## src/rtl/vga_timing_pkg.sv

```systemverilog
// Shared 640x480@60 raster constants and the region type used by the VGA timing generator.
package vga_timing_pkg;

   localparam int VGA_H_ACTIVE = 640;
   localparam int VGA_H_FP     = 16;
   localparam int VGA_H_SYNC   = 96;
   localparam int VGA_H_BP     = 48;
   localparam int VGA_V_ACTIVE = 480;
   localparam int VGA_V_FP     = 10;
   localparam int VGA_V_SYNC   = 2;
   localparam int VGA_V_BP     = 33;

   localparam int H_TOTAL = VGA_H_ACTIVE + VGA_H_FP + VGA_H_SYNC + VGA_H_BP;
   localparam int V_TOTAL = VGA_V_ACTIVE + VGA_V_FP + VGA_V_SYNC + VGA_V_BP;

   localparam int DIV_W = 4;

   typedef enum logic [1:0] {
      REG_ACTIVE,
      REG_FP,
      REG_SYNC,
      REG_BP
   } region_e;

endpackage

```

## src/rtl/vga_tick_div.sv

```systemverilog
// Pixel-rate tick divider: one registered iClk pulse every CLK_DIV cycles.
module vga_tick_div
   import vga_timing_pkg::*;
#(
   parameter int CLK_DIV = 2
) (
   input  logic iClk,
   input  logic iRst,
   output logic oPixelTick
);

   if (CLK_DIV < 1 || CLK_DIV > 16) begin : gBadDiv
      $error("vga_tick_div: CLK_DIV must be in 1..16");
   end

   logic [DIV_W-1:0] div_q, div_d;
   logic             tick_q, tick_d;
   logic             divLast;

   assign divLast = (div_q == DIV_W'(CLK_DIV - 1));

   always_comb begin
      div_d  = divLast ? '0 : div_q + 1'b1;
      tick_d = divLast;
   end

   // With CLK_DIV=1 divLast is always true, so the tick holds high after reset.
   always_ff @(posedge iClk or posedge iRst) begin
      if (iRst) begin
         div_q  <= '0;
         tick_q <= 1'b0;
      end else begin
         div_q  <= div_d;
         tick_q <= tick_d;
      end
   end

   assign oPixelTick = tick_q;

endmodule

```

## src/rtl/vga_timing_gen.sv

```systemverilog
// VGA raster timing: H/V counters, region FSMs and registered syncs/video-on.
// Define VGA_TIMING_SYNC_PIPE_EN to delay oHSync/oVSync/oVideoOn by one extra iClk.
module vga_timing_gen
   import vga_timing_pkg::*;
#(
   parameter int CLK_DIV  = 2,
   parameter int H_ACTIVE = VGA_H_ACTIVE,
   parameter int H_FP     = VGA_H_FP,
   parameter int H_SYNC   = VGA_H_SYNC,
   parameter int H_BP     = VGA_H_BP,
   parameter int V_ACTIVE = VGA_V_ACTIVE,
   parameter int V_FP     = VGA_V_FP,
   parameter int V_SYNC   = VGA_V_SYNC,
   parameter int V_BP     = VGA_V_BP,
   parameter bit SYNC_POL = 1'b0
) (
   input  logic        iClk,
   input  logic        iRst,
   output logic        oPixelTick,
   output logic        oHSync,
   output logic        oVSync,
   output logic        oVideoOn,
   output logic [15:0] oPixelX,
   output logic [15:0] oPixelY,
   output logic        oFrameStart
);

   localparam int H_TOT = H_ACTIVE + H_FP + H_SYNC + H_BP;
   localparam int V_TOT = V_ACTIVE + V_FP + V_SYNC + V_BP;

   if (H_TOT >= 65536 || V_TOT >= 65536) begin : gBadTotals
      $error("vga_timing_gen: line/frame totals must be below 65536");
   end

   localparam logic [15:0] H_FP_AT   = 16'(H_ACTIVE);
   localparam logic [15:0] H_SYNC_AT = 16'(H_ACTIVE + H_FP);
   localparam logic [15:0] H_BP_AT   = 16'(H_ACTIVE + H_FP + H_SYNC);
   localparam logic [15:0] H_LAST    = 16'(H_TOT - 1);
   localparam logic [15:0] V_FP_AT   = 16'(V_ACTIVE);
   localparam logic [15:0] V_SYNC_AT = 16'(V_ACTIVE + V_FP);
   localparam logic [15:0] V_BP_AT   = 16'(V_ACTIVE + V_FP + V_SYNC);
   localparam logic [15:0] V_LAST    = 16'(V_TOT - 1);

   logic        tick;
   logic        lineEnd, frameEnd;
   logic [15:0] xCnt_q, xCnt_d, yCnt_q, yCnt_d;
   region_e     hReg_q, hReg_d, vReg_q, vReg_d;
   logic        hSync_q, hSync_d, vSync_q, vSync_d;
   logic        videoOn_q, videoOn_d, frameStart_q, frameStart_d;

   vga_tick_div #(
      .CLK_DIV(CLK_DIV)
   ) uTickDiv (
      .iClk      (iClk),
      .iRst      (iRst),
      .oPixelTick(tick)
   );

   assign lineEnd  = (xCnt_q == H_LAST);
   assign frameEnd = lineEnd && (yCnt_q == V_LAST);

   // Region and pin values are decoded from the next counter values so that
   // syncs, video-on and X/Y all update on the same iClk edge.
   always_comb begin
      xCnt_d       = xCnt_q;
      yCnt_d       = yCnt_q;
      hReg_d       = hReg_q;
      vReg_d       = vReg_q;
      hSync_d      = hSync_q;
      vSync_d      = vSync_q;
      videoOn_d    = videoOn_q;
      frameStart_d = 1'b0;
      if (tick) begin
         xCnt_d = lineEnd ? '0 : xCnt_q + 16'd1;
         if (lineEnd) begin
            yCnt_d = frameEnd ? '0 : yCnt_q + 16'd1;
         end
         frameStart_d = frameEnd;
         case (hReg_q)
            REG_ACTIVE: if (xCnt_d == H_FP_AT)   hReg_d = REG_FP;
            REG_FP:     if (xCnt_d == H_SYNC_AT) hReg_d = REG_SYNC;
            REG_SYNC:   if (xCnt_d == H_BP_AT)   hReg_d = REG_BP;
            REG_BP:     if (lineEnd)             hReg_d = REG_ACTIVE;
            default:                             hReg_d = REG_ACTIVE;
         endcase
         if (lineEnd) begin
            case (vReg_q)
               REG_ACTIVE: if (yCnt_d == V_FP_AT)   vReg_d = REG_FP;
               REG_FP:     if (yCnt_d == V_SYNC_AT) vReg_d = REG_SYNC;
               REG_SYNC:   if (yCnt_d == V_BP_AT)   vReg_d = REG_BP;
               REG_BP:     if (frameEnd)            vReg_d = REG_ACTIVE;
               default:                             vReg_d = REG_ACTIVE;
            endcase
         end
         hSync_d   = (hReg_d == REG_SYNC) ? SYNC_POL : ~SYNC_POL;
         vSync_d   = (vReg_d == REG_SYNC) ? SYNC_POL : ~SYNC_POL;
         videoOn_d = (hReg_d == REG_ACTIVE) && (vReg_d == REG_ACTIVE);
      end
   end

   always_ff @(posedge iClk or posedge iRst) begin
      if (iRst) begin
         xCnt_q       <= '0;
         yCnt_q       <= '0;
         hReg_q       <= REG_ACTIVE;
         vReg_q       <= REG_ACTIVE;
         hSync_q      <= ~SYNC_POL;
         vSync_q      <= ~SYNC_POL;
         videoOn_q    <= 1'b0;
         frameStart_q <= 1'b0;
      end else begin
         xCnt_q       <= xCnt_d;
         yCnt_q       <= yCnt_d;
         hReg_q       <= hReg_d;
         vReg_q       <= vReg_d;
         hSync_q      <= hSync_d;
         vSync_q      <= vSync_d;
         videoOn_q    <= videoOn_d;
         frameStart_q <= frameStart_d;
      end
   end

`ifdef VGA_TIMING_SYNC_PIPE_EN
   logic hSyncPipe_q, vSyncPipe_q, videoOnPipe_q;

   // Extra stage lines the gating signals up with a colour stage that registers RGB from X/Y.
   always_ff @(posedge iClk or posedge iRst) begin
      if (iRst) begin
         hSyncPipe_q   <= ~SYNC_POL;
         vSyncPipe_q   <= ~SYNC_POL;
         videoOnPipe_q <= 1'b0;
      end else begin
         hSyncPipe_q   <= hSync_q;
         vSyncPipe_q   <= vSync_q;
         videoOnPipe_q <= videoOn_q;
      end
   end

   assign oHSync   = hSyncPipe_q;
   assign oVSync   = vSyncPipe_q;
   assign oVideoOn = videoOnPipe_q;
`else
   assign oHSync   = hSync_q;
   assign oVSync   = vSync_q;
   assign oVideoOn = videoOn_q;
`endif

   assign oPixelTick  = tick;
   assign oPixelX     = xCnt_q;
   assign oPixelY     = yCnt_q;
   assign oFrameStart = frameStart_q;

endmodule

```

## config.mk

```make
export PLATFORM = sky130hd
export DESIGN_NAME = vga_timing_gen
export DESIGN_NICKNAME = d
export VERILOG_FILES = /design/src/rtl/vga_timing_pkg.sv /design/src/rtl/vga_tick_div.sv /design/src/rtl/vga_timing_gen.sv
export SDC_FILE = /design/constraint.sdc
export NUM_CORES = 1
export LEC_CHECK = 0
export CORE_ASPECT_RATIO = 1.75
export CORE_MARGIN = 5
export CORE_UTILIZATION = 56
export CTS_CLUSTER_DIAMETER = 150
export DETAILED_ROUTE_END_ITERATION = 12
export PLACE_DENSITY = 0.8
export REMOVE_ABC_BUFFERS = 1
export SYNTH_ARGS = -nofsm -noshare
export SYNTH_HDL_FRONTEND = slang
export SYNTH_SLANG_ARGS = --single-unit
```

## constraint.sdc

```tcl
create_clock -name iClk -period 3.5 [get_ports iClk]
set_clock_uncertainty 0.05 [all_clocks]
set_input_delay 1.05 -clock iClk [delete_from_list [all_inputs] [get_ports iClk]]
set_output_delay 1.05 -clock iClk [all_outputs]
set_load 0.05 [all_outputs]
```

==> impl_metrics.toml, run 1 <==
[flow_run]
drv_cap = 0

[floorplanning]
fp-row-count = 36
start_util_pct = 57.64
dieArea_um2 = 7425
die_x_um = 67.32
die_y_um = 110.3
core_um2 = 5585
io_pins = 39

[route]
drtIter0Drc = 210
drt_pre_antenna_iters = 5
wire_per_inst_um = 18.35
post-route-drc-count = 0
num_vias = 2934
viasPerCell = 6.323
postRouteAntennaNets = 0
finalWirelength_um = 8514

[global_routing]
gr-total-overflow = 0
grt_usage_pct = 25.30
grt_pass1_vias = 2942
grt_max_degree = 36
grt_pass1_wl_um = 14480
antenna_found_initial = 0

[power_and_ir_drop]
power_switching_mw = 0.1850
p_leak_nw = 1.394
power_mw = 0.8448
intPower_mw = 0.6599
seqPwrFrac_pct = 61.5
ir_drop_mv = 0.1468
power_frac_comb_pct = 1.5
power_density_nw_per_um2 = 233.7
power_frac_clock_pct = 37.0
p_sw_share_pct = 21.90

[sta]
slew_headroom_pct = 55.44
finalSetupViolCount = 0
hold_ws_ns = 0.4131
min_period_ns = 3.092
drv_slew = 0
worst_pin_slew_ns = 0.6684
fmax_mhz = 323.4
fin_tns_setup_ns = 0
hold_viol = 0
fin_ws_ns = 0.4081
period_share_pct = 88.34
rsz0062_at_grt = "no"

[setup_path]
crit_type = "reg2reg"
slowest_delay_ns = 0.50
worstPathCellList = "ha_1, nand3_1, nor4_2, a21boi_1, a211o_1, nor4_2, and4_4, o211ai_4, o32ai_2"
worstPathRequired_ns = 3.66
worstPathArrival_ns = 3.25
cp_common_cell = "nor4_2"
critPathMaxFanout = 12
critPathSlowestCell = "dfrtp_1"
worst_setup_path_start_kind = "register"
end_kind = "register"

[synth]
async_reset_ff_share_pct = 100.0
ys_warn_count = 0
synth_cells = 367
synth_edf_count = 0
yosys_register_bits = 45
yosys.area_share.simple_pct = 29.15
synth_seq_area_share_pct = 35.06
synth-xor-area-share_pct = 5.713
yosys.cell_types.count = 68
synth-compound-area-share_pct = 19.20
synthMuxAreaShare_pct = 1.360
synth_fa_ha_area_share_pct = 1.555
synth_area_um2 = 3219
postSynthAreaPerCell_um2 = 8.772
synth_top_family_by_area = "simple AND/OR/NAND/NOR gates"
synthFlopType = "dfrtp_1"

[clocking]
clkTransAtPathRegs_ns = 0.08
cts_tree = "yes"
cts_num_sinks = 45
cts_buffer_depth = 2
clk_latency_ns = 0.30
cts_htree_levels = 2
hold_buffers = 0
post_cts_resized = 0
post_cts_buffers = 0
cts_buffers = 5
root_buffer = "clkbuf_8"

[min_path]
hold_path.class = "reg2reg"

[placement]
portBuffers = 38
dp_slack_ns = 0.4760
gp_congestion = 0.9537
dp.cells = 456
dpl.hpwl_um = 6142

[final_layout]
syn2layout_area_growth_pct = 12.28
layout.cells.non_filler = 464
final_layout_size_suffix_gt1_share_pct = 10.82
nets = 393
diodes = 0

[outcome]
status = "completed"
[power by group through the flow]
stage          Clock (mW)  Combinational, mW  Sequential [mW]
5_1_grt             0.347             0.0147            0.520
2_1_floorplan           0            0.00760            0.530
6_report            0.313             0.0125            0.519
3_3_place_gp            0             0.0131            0.530
3_5_place_dp            0             0.0133            0.530
4_1_cts             0.320             0.0133            0.519
[cells by family after synthesis]
logic type / Yosys count
xor gates and xnor gates: 21
buffers and inverters: 43
AOI/OAI and AO/OA: 92
adders and majority gates: 4
and+or+nand+nor: 158
muxes: 4
DFF: 45
[cells in the mapped netlist (all sizes together) (3+ instances only)]
library cell	count	area (um2)
dfrtp	43	1076
nor4b	4	71.32
nor3	9	50.05
clkbuf	16	87.59
nor4	10	102.6
nand2	47	176.4
and3	9	61.31
nand3	16	80.08
buf	16	127.6
and2	4	27.52
or3	5	32.53
a21boi	3	22.52
o211ai	5	51.30
a31oi	5	31.28
o2111ai	3	26.28
ha	4	50.05
o31a	3	26.28
mux2	3	33.78
nor2	24	90.09
and4bb	3	37.54
nand2b	5	31.28
nand4	11	81.32
inv	11	41.29
xnor2	17	148.9
o31ai	11	82.58
and4	5	46.29
o21ai	33	165.2
xor2	4	35.03
a21oi	14	70.07
[state kept, by name, indices dropped and copies added, names as in the netlist, 2 cells and up]
name            cells
vReg_q              2
oPixelY            16
hReg_q              2
oPixelX            16
uTickDiv.div_q      4
[metrics by stage]
stage / instance area, um2 / util, %
after floorplan: 3004 / -
after CTS: 3615 / 64.72
after global routing: 3615 / 64.72
final: 3615 / 64.72
after detailed placement: 3532 / 63.24
after global placement: 3532 / 63.24
[layout make-up]
type	instances	area [um2]
fill	515	1971
multi-input combinational	279	1834
sequential	45	1129
timing repair buffer	45	432.9
tap	76	95.09
clock buffer	6	72.57
inverter	11	41.29
clock inverter	2	10.01
[layer usage]
layer / global-route usage, % / wire (um)
met5: 0 / 0
met4: 11.18 / 295
met3: 2.840 / 372
met2: 45.53 / 4571
met1: 29.42 / 3274
[path summary, 6_finish.rpt]
path	end	depth (start not counted)	slack, ns	start
worst max-delay path	oVideoOn	9	0.41	oPixelY[0]
worst min-delay path	oHSync	2	0.41	oHSync
worst max register to register	oVideoOn	9	0.41	oPixelY[0]
worst min register to register	oHSync	2	0.41	oHSync
max in group asynchronous	oHSync	3	1.62	iRst
min in group asynchronous	uTickDiv.oPixelTick	2	1.02	iRst
[worst max-delay path, delay by kind of cell, from the launching register on]
kind / cells / cell delay [ns]
AO/OA/AOI/OAI: 4 / 0.82
adder cells (fa/ha/maj): 1 / 0.43
flip-flops: 1 / 0.50
AND/OR/NAND/NOR: 4 / 1.21
[cell usage in the layout (no fill, tap or decap), drive strengths merged, types with 9 or more instances in the layout]
cell type and n:
nand2 47, clkdlybuf4s50 38, nor2 24, nand4 11, o21ai 33, inv 11, and3 9, dfrtp 43
nor4 10, nand3 16, a21oi 14, nor3 9, xnor2 17, o31ai 11
No activity file was read; power rests on OpenSTA's default activity.
==> run 2, diff against run 1 <==
--- a/config.mk
+++ b/config.mk
@@ -12,6 +12,7 @@
 export DETAILED_ROUTE_END_ITERATION = 12
 export PLACE_DENSITY = 0.8
 export REMOVE_ABC_BUFFERS = 1
+export SLEW_MARGIN = 20
 export SYNTH_ARGS = -nofsm -noshare
 export SYNTH_HDL_FRONTEND = slang
 export SYNTH_SLANG_ARGS = --single-unit
==> results of run 2 <==
Final layout, timing and power as in run 1 (identical DEF).
==> run 3, diff against run 2 <==
--- a/config.mk
+++ b/config.mk
@@ -16,3 +16,4 @@
 export SYNTH_ARGS = -nofsm -noshare
 export SYNTH_HDL_FRONTEND = slang
 export SYNTH_SLANG_ARGS = --single-unit
+export TNS_END_PERCENT = 100
==> results of run 3 <==
Final layout, timing and power as in run 1 (identical DEF).
